`src/rtl/data_sc_sched.sv`:
```
// ---------------------------------------------------------------------------
// data_sc_sched
//
// Subcarrier scheduler between the receive FFT and the QPSK demapper.
// Takes one 802.16 OFDM symbol as NFFT complex bins in natural FFT order
// (k = 0..NFFT-1). DC, guard and pilot bins are dropped, and the data
// subcarriers go out in bin order. The block also counts complete symbols
// per burst and flags a burst that ends mid-symbol. Both sides use a
// Wishbone-style stream.
//
// Ports
//   CLK_I       in   1      system clock
//   RST_I       in   1      asynchronous reset, active-high
//   DAT_I       in   32     input bin, [31:16]=Im, [15:0]=Re
//   WE_I        in   1      input write strobe
//   STB_I       in   1      input strobe
//   CYC_I       in   1      input burst (cycle) framing
//   ACK_O       out  1      input accept (combinational)
//   DAT_O       out  32     data subcarrier, same packing as DAT_I
//   WE_O        out  1      equals STB_O
//   STB_O       out  1      output strobe
//   CYC_O       out  1      output burst framing
//   ACK_I       in   1      downstream accept
//   SYM_CNT_O   out  SYM_W  complete symbols in the current burst (saturating)
//   SYM_DONE_O  out  1      one-cycle pulse after bin NFFT-1 is accepted
//   ERR_O       out  1      sticky: the last burst ended mid-symbol
// ---------------------------------------------------------------------------
module data_sc_sched #(
  parameter int NFFT       = 256,
  parameter int NUSED_HALF = 100,
  parameter int SYM_W      = 8
) (
  input  logic             CLK_I,
  input  logic             RST_I,
  input  logic [31:0]      DAT_I,
  input  logic             WE_I,
  input  logic             STB_I,
  input  logic             CYC_I,
  output logic             ACK_O,
  output logic [31:0]      DAT_O,
  output logic             WE_O,
  output logic             STB_O,
  output logic             CYC_O,
  input  logic             ACK_I,
  output logic [SYM_W-1:0] SYM_CNT_O,
  output logic             SYM_DONE_O,
  output logic             ERR_O
);

  localparam int KW = $clog2(NFFT);

  // Guard band: the unused bins between the positive and negative halves.
  localparam logic [KW-1:0] GUARD_LO = KW'(NUSED_HALF + 1);
  localparam logic [KW-1:0] GUARD_HI = KW'(NFFT - NUSED_HALF - 1);
  localparam logic [KW-1:0] K_LAST   = KW'(NFFT - 1);

  typedef enum logic [1:0] {
    IDLE  = 2'd0,
    RUN   = 2'd1,
    DRAIN = 2'd2
  } state_t;

  state_t        state;
  logic [KW-1:0] k;
  logic          out_halt;
  logic          ena;
  logic          is_pilot;
  logic          is_data;

  // The output register is stalled while an offered beat is still waiting
  // for downstream acceptance.
  assign out_halt = STB_O & ~ACK_I;
  assign ena      = CYC_I & STB_I & WE_I;

  // The input stalls in DRAIN, so a new burst cannot start before the old one
  // has fully left. Gating with RST_I keeps ACK_O at 0 during reset even
  // though the handshake is combinational.
  assign ACK_O = ena & ~out_halt & (state != DRAIN) & ~RST_I;

  assign WE_O = STB_O;

  // Pilot positions of the 256-point 802.16 OFDM symbol.
  assign is_pilot = (k == KW'(13))  || (k == KW'(38))  ||
                    (k == KW'(63))  || (k == KW'(88))  ||
                    (k == KW'(168)) || (k == KW'(193)) ||
                    (k == KW'(218)) || (k == KW'(243));

  always_comb begin
    // NOTE: every signal written in always_comb gets a default first, so no
    // path leaves it unassigned and no latch is inferred.
    is_data = 1'b1;
    if (k == '0)                          is_data = 1'b0;  // DC
    else if (k >= GUARD_LO && k <= GUARD_HI) is_data = 1'b0;  // guard band
    else if (is_pilot)                    is_data = 1'b0;
  end

  // NOTE: sequential state uses non-blocking assignments only, so every
  // register samples the values from before this clock edge.
  always_ff @(posedge CLK_I or posedge RST_I) begin
    if (RST_I) begin
      state      <= IDLE;
      k          <= '0;
      DAT_O      <= '0;
      STB_O      <= 1'b0;
      CYC_O      <= 1'b0;
      SYM_CNT_O  <= '0;
      SYM_DONE_O <= 1'b0;
      ERR_O      <= 1'b0;
    end else begin
      SYM_DONE_O <= 1'b0;

      // Output register: load a new beat (or bubble) only when not halted.
      if (!out_halt) begin
        STB_O <= ACK_O & is_data;
        if (ACK_O && is_data) begin
          DAT_O <= DAT_I;
          CYC_O <= 1'b1;
        end
      end

      // Every accepted bin advances the index, whether forwarded or dropped.
      if (ACK_O) begin
        k <= k + 1'b1;
        if (k == K_LAST) begin
          SYM_DONE_O <= 1'b1;
          if (SYM_CNT_O != '1) SYM_CNT_O <= SYM_CNT_O + 1'b1;
        end
      end

      case (state)
        IDLE: begin
          // The first bin is accepted in this same cycle.
          if (ACK_O) begin
            state <= RUN;
            ERR_O <= 1'b0;
          end
        end
        RUN: begin
          // ACK_O is 0 here because CYC_I is low, so overriding k is safe.
          if (!CYC_I) begin
            state <= DRAIN;
            k     <= '0;
            if (k != '0) ERR_O <= 1'b1;
          end
        end
        DRAIN: begin
          if (!STB_O) begin
            state     <= IDLE;
            CYC_O     <= 1'b0;
            SYM_CNT_O <= '0;
          end
        end
        default: state <= IDLE;
      endcase
    end
  end

endmodule

```
`config.mk`:
```
export PLATFORM = sky130hd
export DESIGN_NAME = data_sc_sched
export DESIGN_NICKNAME = d
export VERILOG_FILES = /design/src/rtl/data_sc_sched.sv
export SDC_FILE = /design/constraint.sdc
export NUM_CORES = 1
export LEC_CHECK = 0
export CAP_MARGIN = 5
export CELL_PAD_IN_SITES_DETAIL_PLACEMENT = 0
export CELL_PAD_IN_SITES_GLOBAL_PLACEMENT = 1
export CORE_ASPECT_RATIO = 1.25
export CORE_MARGIN = 2
export CORE_UTILIZATION = 32
export DETAILED_ROUTE_END_ITERATION = 7
export PLACE_DENSITY = 0.8
export SLEW_MARGIN = 15
export SYNTH_ARGS = -nofsm -noshare
export SYNTH_HDL_FRONTEND = slang
export SYNTH_SLANG_ARGS = --single-unit
```
`constraint.sdc`:
```
create_clock -name CLK_I -period 6.6 [get_ports CLK_I]
set_input_delay 0.99 -clock CLK_I [delete_from_list [all_inputs] [get_ports CLK_I]]
set_output_delay 0.99 -clock CLK_I [all_outputs]
set_load 0.03 [all_outputs]
```
==> impl_metrics.env, run 1 <==
export IMPL_antenna_found_initial=0
export IMPL_run_status="finished clean"
export IMPL_gr_total_overflow=0
export IMPL_drive_above_1_share_pct=14.2
export IMPL_end_kind="output pin"
export IMPL_numCtsBuffers=5
export IMPL_placementRows=37
export IMPL_syn_nets=257
export IMPL_power_density_nw_per_um2=390
export IMPL_synth_edff_count=0
export IMPL_synth_seq_cells=54
export IMPL_routabilityCongestion=0.734
export IMPL_crit_chain="clkdlybuf4s50_1 -> and4b_1 -> and3_1 -> clkdlybuf4s50_1"
export IMPL_start_util_pct=32.5
export IMPL_crit_top_cell="clkdlybuf4s50_1"
export IMPL_chipHeight_microns=106
export IMPL_cts_resized=0
export IMPL_postRouteWirelength_microns=5620
export IMPL_avgSynthCellArea_sq_um=12.4
export IMPL_p_leak_nw=1.57
export IMPL_start_kind="input pin"
export IMPL_antenna_cells=0
export IMPL_routedWlPerCell_microns=14.3
export IMPL_place_detailed_hpwl_microns=3920
export IMPL_die_area_sq_um=9030
export IMPL_final_nets=339
export IMPL_slew_violations=0
export IMPL_path_buf_inv=2
export IMPL_rsz0062_at_grt="no"
export IMPL_cts_tree="yes"
export IMPL_yosys_warnings=0
export IMPL_cts_setup_buffers=0
export IMPL_synth_main_ff_cell="dfrtp_1"
export IMPL_finClkSkew_ps=7.95
export IMPL_final_cell_mix="83 x clkdlybuf4s50_1, 54 x dfrtp_1, 20 x mux2_4, 19 x nor2_1, 11 x nand2_1"
export IMPL_clk_pin_slew_worst_paths_ps=90
export IMPL_async_flop_share_pct=100
export IMPL_syn_to_final_growth_pct=38.0
export IMPL_finalCoreUtilization_pct=44.9
export IMPL_final_area_sq_um=3660
export IMPL_fin_setup_tns_ps=0
export IMPL_finalHoldViolations=0
export IMPL_drc_errors=0
export IMPL_worst_slew_pin_slew_ps=695
export IMPL_arrival_ps=2850
export IMPL_grt_start_max_net_pins=55
export IMPL_core_area_sq_um=8150
export IMPL_num_io_pins=84
export IMPL_cp_required_ps=5610
export IMPL_critPathMaxStageDelay_ps=740
export IMPL_cp_slowest_cell="clkdlybuf4s50_1"
export IMPL_clock_sinks=54
export IMPL_hp_class="reg -> reg"
export IMPL_final_common_cell="clkdlybuf4s50_1"
export IMPL_slew_headroom_pct=53.7
export IMPL_fin_cells=393
export IMPL_port_buffer_count=83
export IMPL_worstSetupPathType="in -> out"
export IMPL_finalCritPeriodShare_pct=58.2
export IMPL_synth_area_sq_um=2650
export IMPL_grt_pass1_wl_microns=9690
export IMPL_holdBufCountCts=0
export IMPL_setup_viol=0
export IMPL_cts_max_level=2
export IMPL_synth_cells=213
export IMPL_viasPerCell=4.80
export IMPL_root_buffer="clkbuf_8"
export IMPL_num_vias=1887
export IMPL_cp_max_fo=7
export IMPL_max_cap_viol_count=0
export IMPL_cts_max_path_buffers=2
export IMPL_die_w_microns=85.4
export IMPL_period_needed_ps=3840
export IMPL_place_area_sq_um=3550
export IMPL_reg2reg_slack_ps=3920
export IMPL_drtAntennaViolNets=0
export IMPL_synth_distinct_cells=48
export IMPL_drtIter0Drc=78
export IMPL_cp_top_family="buffers and inverters"
export IMPL_fmax_ghz=0.260
export IMPL_grt_usage_pct=13.2
export IMPL_grt_pass1_vias=2079
export IMPL_ir_worst_vdd_mv=0.246
export IMPL_clk_latency_ps=310
export IMPL_ys_seq_area_share_pct=51.0
export IMPL_dp_cells=385
export IMPL_first_pass_iters=4
[kinds of logic after synthesis]
logic type	Yosys count	share of synthesized area [%]
buf+inv	17	3.82
compound gates	20	6.00
mux	34	17.2
fa+ha+maj	6	2.83
flops	54	51.0
xor+xnor	10	3.31
simple gates	72	15.9
[routing by layer]
layer	vias to the layer above	wire length [microns]	track usage, %
met2	57	2850	22.6
met1	911	2340	15.6
li1	909	-	-
met5	-	0	0
met4	0	91	5.22
met3	10	340	3.60
[report_power, final]
part / leakage (nW) / internal [mW] / switching (mW)
Combinational: 0.823 / 0.338 / 0.347
Sequential: 0.697 / 0.445 / 0.0742
Clock: 0.0514 / 0.113 / 0.109
Total: 1.57 / 0.896 / 0.529
[final cells by class]
type	instances	area, sq um
Fill cell	765	4490
Inverter	6	22.5
Clock inverter	2	37.5
Timing Repair Buffer	86	853
Multi-Input combinational cell	142	1200
Clock buffer	6	72.6
Tap cell	97	121
Sequential cell	54	1350
[stage by stage]
| step | setup slack [ps] | hold slack (ps) | total power [mW] |
|---|---|---|---|
| after CTS | 2760 | 493 | 1.45 |
| after global placement | 2780 | 467 | 1.21 |
| after global routing | 2720 | 513 | 1.50 |
| final | 2760 | 487 | 1.43 |
| after floorplan | 3770 | 443 | 0.931 |
| after detailed placement | 2780 | 478 | 1.21 |
[cell usage after synthesis, drive strengths merged (2+ instances only)]
cell / n / area share, %
and2: 2 / 0.47
and4: 3 / 0.99
mux2: 32 / 16
inv: 6 / 0.85
nand3b: 2 / 0.57
mux2i: 2 / 0.76
nand2b: 4 / 1.2
and3: 7 / 1.7
a21oi: 5 / 0.94
a31oi: 2 / 0.47
xnor2: 3 / 0.99
nor2: 19 / 2.7
o21ai: 3 / 0.57
nor4: 2 / 1.0
nand3: 6 / 1.3
ha: 6 / 2.8
nand2: 11 / 1.6
buf: 11 / 3.0
a2111oi: 2 / 1.6
nand4: 4 / 0.94
nor3b: 4 / 1.1
xor2: 7 / 2.3
dfrtp: 54 / 51
[final timing paths]
check	startpoint	to	cells past startpoint
setup reg to reg	k[1]$_DFF_PP0_	DAT_O[0]$_DFFE_PP0P_	8
max in group asynchronous	RST_I	DAT_O[0]$_DFFE_PP0P_	3
hold / removal	state[1]$_DFFE_PP0P_	state[0]$_DFFE_PP0P_	1
min in group asynchronous	RST_I	SYM_DONE_O$_DFF_PP0_	3
hold reg to reg	state[1]$_DFFE_PP0P_	state[0]$_DFFE_PP0P_	1
setup / recovery	CYC_I	ACK_O	4
[flip-flops by register name (all words and copies together), names as in the netlist]
signal / flops
CYC_O: 1
DAT_O: 32
ERR_O: 1
STB_O: 1
SYM_CNT_O: 8
SYM_DONE_O: 1
k: 8
state: 2
(Power assumes the default switching activity.)
==> inputs of run 2 (changes only) <==
==> constraint.sdc (replaced) <==
create_clock -name CLK_I -period 3.8 [get_ports CLK_I]
set_input_delay 0.57 -clock CLK_I [delete_from_list [all_inputs] [get_ports CLK_I]]
set_output_delay 0.57 -clock CLK_I [all_outputs]
set_load 0.03 [all_outputs]
==> impl_metrics.env, run 2 (same netlist as run 1, synthesis figures left out) <==
export IMPL_numCtsBuffers=5
export IMPL_worstSetupPathType="in -> out"
export IMPL_rsz0062_at_grt="no"
export IMPL_largest_reg_flops=32
export IMPL_antenna_cells=0
export IMPL_fill_cells=782
export IMPL_final_cell_mix="83 x clkdlybuf4s50_1, 54 x dfrtp_1, 20 x mux2_4, 19 x nor2_1, 11 x nand2_1"
export IMPL_met1_length_microns=2410
export IMPL_grt_pass1_vias=1963
export IMPL_final_nets=339
export IMPL_chipHeight_microns=106
export IMPL_start_kind="input pin"
export IMPL_run_status="finished clean"
export IMPL_crit_start="CYC_I"
export IMPL_holdBufCountCts=0
export IMPL_top_layer="met4"
export IMPL_place_detailed_hpwl_microns=4090
export IMPL_ir_worst_vdd_mv=0.373
export IMPL_cp_max_fo=7
export IMPL_drtIter0Drc=62
export IMPL_grt_usage_pct=12.9
export IMPL_num_io_pins=84
export IMPL_end_kind="output pin"
export IMPL_hp_start="state[1]$_DFFE_PP0P_"
export IMPL_routabilityCongestion=0.748
export IMPL_grt_pass1_wl_microns=9380
export IMPL_slew_headroom_pct=49.6
export IMPL_route_met3_wl_microns=317
export IMPL_final_common_cell="clkdlybuf4s50_1"
export IMPL_worst_slew_pin_slew_ps=755
export IMPL_first_pass_iters=4
export IMPL_viasPerCell=4.87
export IMPL_slew_violations=0
export IMPL_regToRegStartpoint="k[1]$_DFF_PP0_"
export IMPL_gr_total_overflow=0
export IMPL_die_area_sq_um=9030
export IMPL_cts_max_path_buffers=2
export IMPL_finalHoldViolations=0
export IMPL_cp_required_ps=3230
export IMPL_dp_cells=385
export IMPL_hp_class="reg -> reg"
export IMPL_clk_latency_ps=310
export IMPL_route_met2_wl_microns=2810
export IMPL_fmax_ghz=0.333
export IMPL_max_cap_viol_count=0
export IMPL_start_util_pct=32.5
export IMPL_p_leak_nw=1.58
export IMPL_drc_errors=0
export IMPL_power_mw=2.49
export IMPL_die_w_microns=85.4
export IMPL_regMostFlops="DAT_O"
export IMPL_finalWorstSetupSlack_ps=796
export IMPL_core_area_sq_um=8150
export IMPL_syn_to_final_growth_pct=38.1
export IMPL_routedWlPerCell_microns=14.3
export IMPL_antenna_found_initial=0
export IMPL_finalCritPeriodShare_pct=79.0
export IMPL_period_needed_ps=3000
export IMPL_fin_setup_tns_ps=0
export IMPL_postRouteWirelength_microns=5640
export IMPL_port_buffer_count=83
export IMPL_cts_max_level=2
export IMPL_clock_sinks=54
export IMPL_root_buffer="clkbuf_8"
export IMPL_arrival_ps=2430
export IMPL_fin_cells=393
export IMPL_num_vias=1913
export IMPL_cts_setup_buffers=0
export IMPL_setup_viol=0
export IMPL_dpl_worst_slack_ps=729
export IMPL_power_density_nw_per_um2=681
export IMPL_drive_above_1_share_pct=14.5
export IMPL_cts_resized=0
export IMPL_cts_tree="yes"
export IMPL_clk_pin_slew_worst_paths_ps=100
export IMPL_reg_top3="DAT_O x32, SYM_CNT_O x8, k x8"
export IMPL_finClkSkew_ps=5.25
export IMPL_placementRows=37
export IMPL_finalCoreUtilization_pct=44.9
export IMPL_grt_start_max_net_pins=38
export IMPL_drtAntennaViolNets=0
==> run 2: cell type report <==
class	instances	area [sq um]	share of cell area (%)
flip-flops and latches	54	1350	36.9
multi-input cells	142	1200	32.7
repair buffers	86	853	23.3
well taps	97	121	3.32
clock buffers	5	68.8	1.88
clock inverters	3	43.8	1.20
inverters	6	22.5	0.616
==> run 2: where the power goes <==
part           leakage [nW]  switching (mW)  total (mW)  internal [mW]
combinational         0.823           0.602        1.19          0.587
clock                0.0585           0.200       0.398          0.198
sequential            0.697           0.133       0.905          0.772
total                  1.58           0.935        2.49           1.56
==> run 2: worst paths after layout <==
path | slack [ps] | end | depth (start not counted)
setup reg to reg | 1130 | DAT_O[29]$_DFFE_PP0P_ | 8
setup / recovery | 800 | ACK_O | 4
min in group asynchronous | 740 | state[1]$_DFFE_PP0P_ | 2
hold / removal | 500 | state[0]$_DFFE_PP0P_ | 1
max in group asynchronous | 2340 | DAT_O[4]$_DFFE_PP0P_ | 3
hold reg to reg | 500 | state[0]$_DFFE_PP0P_ | 1
==> run 2: layer usage <==
metal | vias up | track usage, %
li1 | 912 | -
met4 | 0 | 4.54
met5 | - | 0
met1 | 946 | 16.3
met2 | 48 | 21.5
met3 | 7 | 3.21
==> run 2: critical path: stages <==
cell and delay, ps:
clkdlybuf4s50_1 500, and4b_1 240, and3_1 360, clkdlybuf4s50_1 750
==> run 2: per-stage QoR <==
step           instance area [sq um]  hold slack, ps
2_1_floorplan                   2650             443
3_3_place_gp                    3550             468
3_5_place_dp                    3550             475
4_1_cts                         3660             499
5_1_grt                         3660             525
6_report                        3660             497
==> inputs of run 3 (changes only) <==
--- a/config.mk
+++ b/config.mk
@@ -12,7 +12,7 @@
 export CORE_MARGIN = 2
 export CORE_UTILIZATION = 32
 export DETAILED_ROUTE_END_ITERATION = 7
-export PLACE_DENSITY = 0.8
+export PLACE_DENSITY = 0.83
 export SLEW_MARGIN = 15
 export SYNTH_ARGS = -nofsm -noshare
 export SYNTH_HDL_FRONTEND = slang
==> constraint.sdc (replaced) <==
create_clock -name CLK_I -period 2.5 [get_ports CLK_I]
set_input_delay 0.375 -clock CLK_I [delete_from_list [all_inputs] [get_ports CLK_I]]
set_output_delay 0.375 -clock CLK_I [all_outputs]
set_load 0.03 [all_outputs]
==> impl_metrics.env, run 3 (same netlist as run 1, synthesis figures left out) <==
export IMPL_num_io_pins=84
export IMPL_grt_start_max_net_pins=34
export IMPL_final_nets=348
export IMPL_cts_tree="yes"
export IMPL_num_vias=1959
export IMPL_viasPerCell=4.87
export IMPL_gr_total_overflow=0
export IMPL_ir_worst_vdd_mv=0.565
export IMPL_cp_required_ps=2700
export IMPL_start_kind="flop"
export IMPL_antenna_cells=0
export IMPL_setup_viol=0
export IMPL_end_kind="flop"
export IMPL_largest_reg_flops=32
export IMPL_fin_cells=402
export IMPL_hold_ws_ps=417
export IMPL_worst_slew_pin_slew_ps=539
export IMPL_critPathMaxStageDelay_ps=460
export IMPL_finalCoreUtilization_pct=46.5
export IMPL_drtIter0Drc=66
export IMPL_run_status="finished clean"
export IMPL_place_detailed_hpwl_microns=4290
export IMPL_chipHeight_microns=106
export IMPL_finalWorstSetupSlack_ps=99.8
export IMPL_period_needed_ps=2400
export IMPL_die_area_sq_um=9030
export IMPL_cts_max_level=2
export IMPL_cp_max_fo=6
export IMPL_final_cell_mix="82 x clkdlybuf4s50_1, 53 x dfrtp_1, 20 x mux2_4, 19 x nor2_1, 11 x nand2_1"
export IMPL_cts_max_path_buffers=2
export IMPL_fill_cells=768
export IMPL_start_util_pct=32.5
export IMPL_slew_headroom_pct=63.9
export IMPL_power_density_nw_per_um2=1020
export IMPL_cp_slowest_cell="dfrtp_2"
export IMPL_arrival_ps=2600
export IMPL_port_buffer_count=83
export IMPL_regMostFlops="DAT_O"
export IMPL_die_w_microns=85.4
export IMPL_clk_pin_slew_worst_paths_ps=110
export IMPL_cp_top_family="buffers and inverters"
export IMPL_clock_sinks=54
export IMPL_finalCritPeriodShare_pct=96.0
export IMPL_dpl_worst_slack_ps=-35.3
export IMPL_worstSetupPathType="reg -> reg"
export IMPL_antenna_found_initial=0
export IMPL_numCtsBuffers=5
export IMPL_reg_top3="DAT_O x32, SYM_CNT_O x8, k x8"
export IMPL_routabilityCongestion=0.761
export IMPL_finClkSkew_ps=17.2
export IMPL_postRouteWirelength_microns=6000
export IMPL_routedWlPerCell_microns=14.9
export IMPL_reg2reg_slack_ps=100
export IMPL_grt_pass1_wl_microns=9440
export IMPL_slew_violations=0
export IMPL_first_pass_iters=4
export IMPL_max_cap_viol_count=0
export IMPL_core_area_sq_um=8150
export IMPL_final_common_cell="clkdlybuf4s50_1"
export IMPL_drive_above_1_share_pct=18.7
export IMPL_grt_pass1_vias=1998
export IMPL_power_mw=3.86
export IMPL_grt_usage_pct=13.1
export IMPL_fmax_ghz=0.417
export IMPL_finalHoldViolations=0
export IMPL_dp_cells=390
export IMPL_hp_class="in -> async"
export IMPL_syn_to_final_growth_pct=43.1
export IMPL_p_leak_nw=1.64
export IMPL_drtAntennaViolNets=0
export IMPL_clk_latency_ps=310
export IMPL_path_buf_inv=3
export IMPL_placementRows=37
export IMPL_crit_chain="inv_1 -> ha_2 -> nand2b_4 -> a2111oi_4 -> a2111oi_2 -> nor4_4 -> buf_4 -> clkbuf_16 -> mux2_4"
export IMPL_root_buffer="clkbuf_8"
export IMPL_drc_errors=0
==> run 3: layout make-up <==
class	count	area, sq um	area share (%)
Clock buffer	5	68.8	1.81
Clock inverter	3	47.5	1.25
Inverter	6	22.5	0.594
Sequential cell	54	1350	35.7
Multi-Input combinational cell	142	1210	32.0
Tap cell	97	121	3.20
Timing Repair Buffer	95	965	25.4
==> run 3: power breakdown <==
group	internal, mW	total [mW]	leakage (nW)	switching, mW
clock	0.304	0.610	0.0587	0.306
sequential	1.18	1.38	0.696	0.203
combinational	0.934	1.87	0.883	0.940
total	2.41	3.86	1.64	1.45
==> run 3: worst paths after layout <==
path / from / to / cells past startpoint
hold reg to reg: state[1]$_DFFE_PP0P_ / state[0]$_DFFE_PP0P_ / 1
hold / removal: RST_I / SYM_CNT_O[5]$_DFF_PP0_ / 2
setup / recovery: k[0]$_DFF_PP0_ / DAT_O[20]$_DFFE_PP0P_ / 9
min in group CLK_I: state[1]$_DFFE_PP0P_ / state[0]$_DFFE_PP0P_ / 1
max in group asynchronous: RST_I / DAT_O[3]$_DFFE_PP0P_ / 3
setup reg to reg: k[0]$_DFF_PP0_ / DAT_O[20]$_DFFE_PP0P_ / 9
==> run 3: routing by layer <==
metal | vias up | global-route usage (%) | wire length [microns]
li1 | 932 | - | -
met1 | 962 | 15.9 | 2560
met2 | 56 | 22.2 | 2990
met3 | 9 | 3.52 | 343
met4 | 0 | 4.54 | 105
met5 | - | 0 | 0
==> run 3: stage by stage <==
step / cell area, sq um / setup TNS [ps]
2_1_floorplan: 2650 / 0
3_3_place_gp: 3610 / 0
3_5_place_dp: 3610 / -261
4_1_cts: 3720 / 0
5_1_grt: 3790 / -44.4
6_report: 3790 / 0
==> run 3: timing repair <==
item,4_1_cts,5_1_grt
setup endpoints to repair,0,8
hold buffers,0,0
setup buffers,0,2
resized for setup,0,5
